[src/rtl/imm_ext_ctrl_pkg.sv]
// Shared encodings and default widths for the immediate-operand sequencer.
package imm_ext_ctrl_pkg;

  localparam int unsigned IMM_W_DEF   = 16;
  localparam int unsigned DATA_W_DEF  = 32;
  localparam int unsigned TAG_W_DEF   = 5;
  localparam int unsigned GAP_MAX_DEF = 8;

  typedef enum logic [1:0] {
    MODE_ZERO   = 2'b00,
    MODE_SIGN   = 2'b01,
    MODE_UPPER  = 2'b10,
    MODE_PREFIX = 2'b11
  } mode_e;

  typedef logic [0:0] state_t;
  localparam state_t ST_IDLE   = 1'b0;
  localparam state_t ST_PREFIX = 1'b1;

endpackage

[src/rtl/imm_ext_mux.sv]
// Combinational operand former: extension modes, or prefix completion when a
// prefix is held.
module imm_ext_mux
  import imm_ext_ctrl_pkg::*;
#(
  parameter int unsigned IMM_W  = IMM_W_DEF,
  parameter int unsigned DATA_W = DATA_W_DEF
) (
  input  logic [1:0]        mode,
  input  logic [IMM_W-1:0]  imm,
  input  logic [IMM_W-1:0]  upper,
  input  logic              in_prefix,
  output logic [DATA_W-1:0] data
);

  always_comb begin
    data = '0;
    // A completing request ignores its own extension mode.
    if (in_prefix && !mode[1]) begin
      data = DATA_W'({upper, imm});
    end else begin
      case (mode)
        MODE_ZERO:  data = DATA_W'(imm);
        MODE_SIGN:  data = {{(DATA_W-IMM_W){imm[IMM_W-1]}}, imm};
        MODE_UPPER: data = {imm, {(DATA_W-IMM_W){1'b0}}};
        default:    data = '0;
      endcase
    end
  end

endmodule

[src/rtl/imm_ext_ctrl.sv]
// Immediate-operand sequencer: request handshake, prefix pairing FSM with
// gap timeout, and a one-entry registered output stage.
module imm_ext_ctrl
  import imm_ext_ctrl_pkg::*;
#(
  parameter int unsigned IMM_W   = IMM_W_DEF,
  parameter int unsigned DATA_W  = DATA_W_DEF,
  parameter int unsigned TAG_W   = TAG_W_DEF,
  parameter int unsigned GAP_MAX = GAP_MAX_DEF
) (
  input  logic              clk,
  input  logic              reset_n,
  input  logic              flush,
  input  logic              req_valid,
  output logic              req_ready,
  input  logic [IMM_W-1:0]  req_imm,
  input  logic [1:0]        req_mode,
  input  logic [TAG_W-1:0]  req_tag,
  output logic              out_valid,
  input  logic              out_ready,
  output logic [DATA_W-1:0] out_data,
  output logic [TAG_W-1:0]  out_tag,
  output logic              prefix_pend,
  output logic              err_pulse
);

  localparam int unsigned GAP_CW = (GAP_MAX > 2) ? $clog2(GAP_MAX) : 1;
  localparam logic [GAP_CW-1:0] GAP_LAST = GAP_CW'(GAP_MAX - 1);

  state_t              state;
  logic [GAP_CW-1:0]   gap;
  logic [IMM_W-1:0]    upper;
  logic [DATA_W-1:0]   ext_data;
  logic                accept;
  logic                in_prefix;
  logic                is_prefix;
  logic                emit;
  logic                pair_err;
  logic                timeout;

  assign req_ready   = !flush && (!out_valid || out_ready);
  assign accept      = req_valid && req_ready;
  assign in_prefix   = (state == ST_PREFIX);
  assign is_prefix   = (req_mode == MODE_PREFIX);
  assign emit        = accept && !is_prefix;
  // Upper-placement or a second prefix while one is held breaks the pair.
  assign pair_err    = accept && in_prefix && req_mode[1];
  assign timeout     = in_prefix && !accept && (gap == GAP_LAST);
  assign prefix_pend = in_prefix;

  imm_ext_mux #(
    .IMM_W  (IMM_W),
    .DATA_W (DATA_W)
  ) u_mux (
    .mode      (req_mode),
    .imm       (req_imm),
    .upper     (upper),
    .in_prefix (in_prefix),
    .data      (ext_data)
  );

  always_ff @(posedge clk or negedge reset_n) begin
    if (!reset_n) begin
      out_valid <= 1'b0;
      out_data  <= '0;
      out_tag   <= '0;
      err_pulse <= 1'b0;
      state     <= ST_IDLE;
      gap       <= '0;
      upper     <= '0;
    end else if (flush) begin
      out_valid <= 1'b0;
      err_pulse <= 1'b0;
      state     <= ST_IDLE;
      gap       <= '0;
    end else begin
      err_pulse <= pair_err || timeout;

      if (emit) begin
        out_valid <= 1'b1;
        out_data  <= ext_data;
        out_tag   <= req_tag;
      end else if (out_ready) begin
        out_valid <= 1'b0;
      end

      if (accept) begin
        if (is_prefix) begin
          upper <= req_imm;
          state <= ST_PREFIX;
          gap   <= '0;
        end else begin
          state <= ST_IDLE;
        end
      end else if (in_prefix) begin
        if (timeout) begin
          state <= ST_IDLE;
          gap   <= '0;
        end else begin
          gap <= gap + GAP_CW'(1);
        end
      end
    end
  end

endmodule

[config.mk]
export PLATFORM = sky130hd
export DESIGN_NAME = imm_ext_ctrl
export DESIGN_NICKNAME = d
export VERILOG_FILES = /design/src/rtl/imm_ext_ctrl_pkg.sv /design/src/rtl/imm_ext_mux.sv /design/src/rtl/imm_ext_ctrl.sv
export SDC_FILE = /design/constraint.sdc
export NUM_CORES = 1
export LEC_CHECK = 0
export BUFFER_PORTS_ARGS = -buffer_cell sky130_fd_sc_hd__buf_2
export CELL_PAD_IN_SITES_DETAIL_PLACEMENT = 1
export CELL_PAD_IN_SITES_GLOBAL_PLACEMENT = 1
export CORE_MARGIN = 2
export CORE_UTILIZATION = 38
export CTS_BUF_LIST = sky130_fd_sc_hd__clkbuf_2 sky130_fd_sc_hd__clkbuf_4 sky130_fd_sc_hd__clkbuf_8
export CTS_CLUSTER_DIAMETER = 120
export CTS_CLUSTER_SIZE = 16
export DETAILED_ROUTE_END_ITERATION = 10
export GPL_TIMING_DRIVEN = 1
export PLACE_DENSITY_LB_ADDON = 0.1
export SLEW_MARGIN = 20
export SYNTH_ARGS = -nofsm -noshare
export SYNTH_HDL_FRONTEND = slang
export SYNTH_SLANG_ARGS = --single-unit
[constraint.sdc]
create_clock -name clk -period 1.5 [get_ports clk]
set_clock_uncertainty 0.1 [all_clocks]
set_input_delay 0.075 -clock clk [delete_from_list [all_inputs] [get_ports clk]]
set_output_delay 0.075 -clock clk [all_outputs]
set_load 0.01 [all_outputs]
==> impl_results.html <==
<table>
<tr><th>Metric</th><th>Value</th></tr>
<tr><th colspan="2">Placed design</th></tr>
<tr><td>Sum of net half-perimeters after detailed placement</td><td>4180 um</td></tr>
<tr><td>Weighted congestion at the end of routability-driven global placement</td><td>0.748</td></tr>
<tr><td>Number of port buffers</td><td>68</td></tr>
<tr><th colspan="2">Drt</th></tr>
<tr><td>Antenna-violating nets left</td><td>0</td></tr>
<tr><td>Total met3 wirelength after detailed routing</td><td>242 um</td></tr>
<tr><td>Wire length on met1</td><td>3110 um</td></tr>
<tr><td>DRC viols</td><td>0</td></tr>
<tr><td>Initial detailed-routing violation count</td><td>92</td></tr>
<tr><td>Top metal layer carrying routed signals</td><td>met4</td></tr>
<tr><td>DRT Wirelength</td><td>6830 um</td></tr>
<tr><td>Per-cell routed wire length</td><td>17.5 um</td></tr>
<tr><td>Detail-routed via count per cell</td><td>5.21</td></tr>
<tr><td>Total vias in the final route</td><td>2030</td></tr>
<tr><td>First-pass iteration count of the detailed router</td><td>4</td></tr>
<tr><td>Met2 wire length</td><td>3370 um</td></tr>
<tr><th colspan="2">Cells and area</th></tr>
<tr><td>Fraction of the core area covered by cells at the end of the flow</td><td>56.4%</td></tr>
<tr><td>Area of all sequential standard cells</td><td>0.00148 mm^2</td></tr>
<tr><td>Most common cell after layout, fill and taps aside</td><td>sky130_fd_sc_hd__buf_2</td></tr>
<tr><td>Area delta synth-&gt;final</td><td>43.9%</td></tr>
<tr><td>Top library cells by usage in the layout, fill and taps aside</td><td>68 x sky130_fd_sc_hd__buf_2, 59 x sky130_fd_sc_hd__dfrtp_1, 33 x sky130_fd_sc_hd__nand2_1</td></tr>
<tr><td>Total area of multi-input combinational cells</td><td>975 um^2</td></tr>
<tr><td>Layout Nets</td><td>338</td></tr>
<tr><td>Ratio of cells with drive above 1 in the final layout</td><td>42.2%</td></tr>
<tr><td>Layout filler cell count</td><td>692</td></tr>
<tr><td>Count of inserted antenna diode cells</td><td>0</td></tr>
<tr><th colspan="2">Power and ir drop</th></tr>
<tr><td>Switching part of the total power</td><td>27.8%</td></tr>
<tr><td>Psw</td><td>1.17 mW</td></tr>
<tr><td>Power Internal</td><td>3.04 mW</td></tr>
<tr><td>Largest vdd supply drop</td><td>0.000649 V</td></tr>
<tr><td>P per Cell Area</td><td>1180 mW/mm^2</td></tr>
<tr><td>Share of total power in the clock network</td><td>31.0%</td></tr>
<tr><td>Power share of the sequential group</td><td>48.0%</td></tr>
<tr><td>Total Power</td><td>4.21 mW</td></tr>
<tr><td>Leakage</td><td>1.77 nW</td></tr>
<tr><td>Combinational share of power</td><td>21.0%</td></tr>
<tr><th colspan="2">Timing</th></tr>
<tr><td>Min Clock Period, post-route</td><td>1.52 ns</td></tr>
<tr><td>Period utilisation layout</td><td>101%</td></tr>
<tr><td>Endpoints failing hold</td><td>0</td></tr>
<tr><td>Final count of pins violating max slew</td><td>0</td></tr>
<tr><td>Highest attainable clock frequency</td><td>0.657 GHz</td></tr>
<tr><td>Worst-margin pin slew</td><td>0.371 ns</td></tr>
<tr><td>Final number of setup-violating endpoints</td><td>2</td></tr>
<tr><td>Worst setup slack after layout</td><td>-0.0218 ns</td></tr>
<tr><td>Setup repair after global routing missed its margin</td><td>true</td></tr>
<tr><td>Slew margin rel.</td><td>75.2%</td></tr>
<tr><th colspan="2">Setup path</th></tr>
<tr><td>Worst setup path category</td><td>flip-flop to flip-flop</td></tr>
<tr><td>Highest fanout seen on the critical path</td><td>9</td></tr>
<tr><td>Kind of end point of the critical path</td><td>flip-flop</td></tr>
<tr><td>Critical path data required time</td><td>1.62 ns</td></tr>
<tr><td>Category of the worst setup path launch point</td><td>flip-flop</td></tr>
<tr><td>Data arrival time of the critical path</td><td>1.64 ns</td></tr>
<tr><th colspan="2">Synthesis</th></tr>
<tr><td>Sequential share of the synthesized area</td><td>59.6%</td></tr>
<tr><td>Post-Syn Area</td><td>0.00248 mm^2</td></tr>
<tr><td>Average size of a mapped cell</td><td>12.3 um^2</td></tr>
<tr><td>Syn Inst Count</td><td>201</td></tr>
<tr><td>Net count of the mapped netlist</td><td>231</td></tr>
<tr><td>Synthesized flop and latch total</td><td>59</td></tr>
<tr><td>Netlist cell types</td><td>33</td></tr>
<tr><td>Yosys warning total</td><td>0</td></tr>
<tr><th colspan="2">Floorplanning</th></tr>
<tr><td>Die Area</td><td>0.00718 mm^2</td></tr>
<tr><td>Starting density of the core</td><td>39.2%</td></tr>
<tr><td>Area of the core</td><td>0.00631 mm^2</td></tr>
<tr><td>Width of the die</td><td>84.7 um</td></tr>
<tr><td>Die Height</td><td>84.7 um</td></tr>
<tr><td>Row Count</td><td>29</td></tr>
<tr><td>Number of primary I/O pins</td><td>69</td></tr>
<tr><th colspan="2">GRT</th></tr>
<tr><td>Overflow after GRT</td><td>0</td></tr>
<tr><td>Pin count of the biggest net entering global routing</td><td>47</td></tr>
<tr><td>Total routing resource utilization after global routing</td><td>19.0%</td></tr>
<tr><td>Global-route wire length before repair</td><td>10800 um</td></tr>
<tr><td>Number of antenna violations at the first check in global routing</td><td>0</td></tr>
<tr><td>Number of global-route vias before repair</td><td>2193</td></tr>
<tr><th colspan="2">Clocking</th></tr>
<tr><td>Total CTS buffers</td><td>9</td></tr>
<tr><td>Insertion delay of the later-clocked pin in the worst-skew pair</td><td>0.32 ns</td></tr>
<tr><td>Clock transition at the registers of the reported paths</td><td>0.07 ns</td></tr>
<tr><td>Maximum clock insertion buffer count</td><td>2</td></tr>
<tr><td>Clock tree from TritonCTS</td><td>built</td></tr>
<tr><td>Number of H-tree branching levels</td><td>3</td></tr>
<tr><td>Cell at the root of the clock tree</td><td>sky130_fd_sc_hd__clkbuf_8</td></tr>
<tr><td>Clk sinks</td><td>59</td></tr>
<tr><th colspan="2">Flow run</th></tr>
<tr><td>Max Cap Violations</td><td>0</td></tr>
<tr><th colspan="2">Worst hold path</th></tr>
<tr><td>Hold crit path type</td><td>input pin to flip-flop</td></tr>
<tr><th colspan="2">Status</th></tr>
<tr><td>Result of the run</td><td>finished, violations left</td></tr>
<tr><td>Violations in the final reports</td><td>negative setup slack</td></tr>
</table>
==> worst max-delay path, cell delays in order (launching register included) <==
cell                       delay, ns
sky130_fd_sc_hd__dfrtp_1        0.40
sky130_fd_sc_hd__nand2b_4       0.08
sky130_fd_sc_hd__and2_4         0.14
sky130_fd_sc_hd__nor2b_4        0.19
sky130_fd_sc_hd__buf_12         0.16
sky130_fd_sc_hd__mux2_2         0.33
==> final timing paths <==
check / from / end / slack (ns) / cells past startpoint
min in group asynchronous: reset_n / out_tag[1] / 0.04 / 2
max: out_valid / upper[7] / -0.02 / 5
max in group asynchronous: reset_n / out_data[14] / 0.78 / 3
min reg2reg: out_tag[0] / out_tag[0] / 0.38 / 2
max reg2reg: out_valid / upper[7] / -0.02 / 5
min: req_mode[1] / err_pulse / 0.008 / 3
==> synth_stat cells <==
master,n,area (um^2)
sky130_fd_sc_hd__dfrtp_1,59,1480
sky130_fd_sc_hd__nand2_1,33,124
sky130_fd_sc_hd__a221oi_1,15,131
sky130_fd_sc_hd__a22o_1,15,131
sky130_fd_sc_hd__o21ai_0,15,75.1
sky130_fd_sc_hd__mux2_4,9,135
sky130_fd_sc_hd__clkbuf_1,7,26.3
sky130_fd_sc_hd__mux2_2,7,78.8
sky130_fd_sc_hd__buf_2,5,25.0
sky130_fd_sc_hd__nor2_1,4,15.0
sky130_fd_sc_hd__a21oi_1,3,15.0
sky130_fd_sc_hd__o21ai_1,3,15.0
sky130_fd_sc_hd__a211oi_1,2,15.0
sky130_fd_sc_hd__and3_1,2,12.5
sky130_fd_sc_hd__ha_1,2,25.0
sky130_fd_sc_hd__mux2i_1,2,20.0
sky130_fd_sc_hd__nor2b_1,2,12.5
sky130_fd_sc_hd__a32o_1,1,10.0
sky130_fd_sc_hd__and2_4,1,8.76
sky130_fd_sc_hd__and4bb_2,1,12.5
sky130_fd_sc_hd__buf_6,1,11.3
sky130_fd_sc_hd__buf_8,1,15.0
sky130_fd_sc_hd__inv_1,1,3.75
sky130_fd_sc_hd__nand2_2,1,6.26
sky130_fd_sc_hd__nand2b_1,1,6.26
sky130_fd_sc_hd__nand2b_4,1,13.8
sky130_fd_sc_hd__nand3_1,1,5.00
sky130_fd_sc_hd__nor2_2,1,6.26
sky130_fd_sc_hd__nor2b_2,1,8.76
sky130_fd_sc_hd__nor2b_4,1,13.8
sky130_fd_sc_hd__nor3b_1,1,7.51
sky130_fd_sc_hd__o31ai_1,1,7.51
sky130_fd_sc_hd__or2_1,1,6.26
==> layout make-up <==
type                            count  share of cell area [%]
Clock buffer                       12                    4.46
Clock inverter                      4                   0.702
Inverter                            1                   0.105
Multi-Input combinational cell    127                    27.4
Sequential cell                    59                    41.4
Tap cell                           77                    2.70
Timing Repair Buffer              110                    23.2
==> routing by layer <==
metal	up-vias	track usage [%]
met5	-	0
met2	47	32.1
met1	1024	25.0
li1	950	-
met4	0	6.49
met3	9	3.15
==> repair_timing <==
item                                    in CTS  in global routing
gates resized for setup                      1                  9
hold buffers                                23                  0
buffers inserted                             1                  0
endpoints found under the setup margin      13                 41
endpoints found under the hold margin      106                  0
gates cloned                                 0                  3
==> cell families (layout without fill, tap and decap cells) <==
family	count (synthesis)	after routing	share of synthesized area [%]
multiplexers	18	18	9.45
adder cells (fa/ha/maj)	2	2	1.01
AO/OA/AOI/OAI	55	55	16.2
flip-flops	59	59	59.6
AND/OR/NAND/NOR	52	52	10.5
buffers and inverters	15	127	3.28
==> state kept, by name (all words and copies together) (netlist names) <==
signal,count
err_pulse,1
gap,3
out_data,32
out_tag,5
out_valid,1
prefix_pend,1
upper,16
==> power groups by stage <==
stage	Clock, mW	Sequential (mW)	Combinational, mW
after CTS	1.36	2.02	0.839
after global routing	1.42	2.06	0.974
final	1.31	2.02	0.884
after floorplan	0	2.09	0.356
after global placement	0	2.03	0.766
after detailed placement	0	2.04	0.788
==> metrics by stage <==
stage / hold WS [ns] / setup WS [ns] / instances / TNS [ns] / instance area [um^2]
after floorplan: -0.321 / -0.0944 / 201 / -0.971 / 2480
after global placement: -0.142 / 0.0111 / 348 / 0 / 3030
after global routing: 0.0401 / -0.0788 / 390 / -0.849 / 3560
final: 0.00832 / -0.0218 / 390 / -0.0405 / 3560
after detailed placement: -0.138 / -0.0249 / 348 / -0.0787 / 3030
after CTS: -0.00330 / -0.0293 / 388 / -0.174 / 3450
Note: power is estimated with default switching activity, not from simulation.
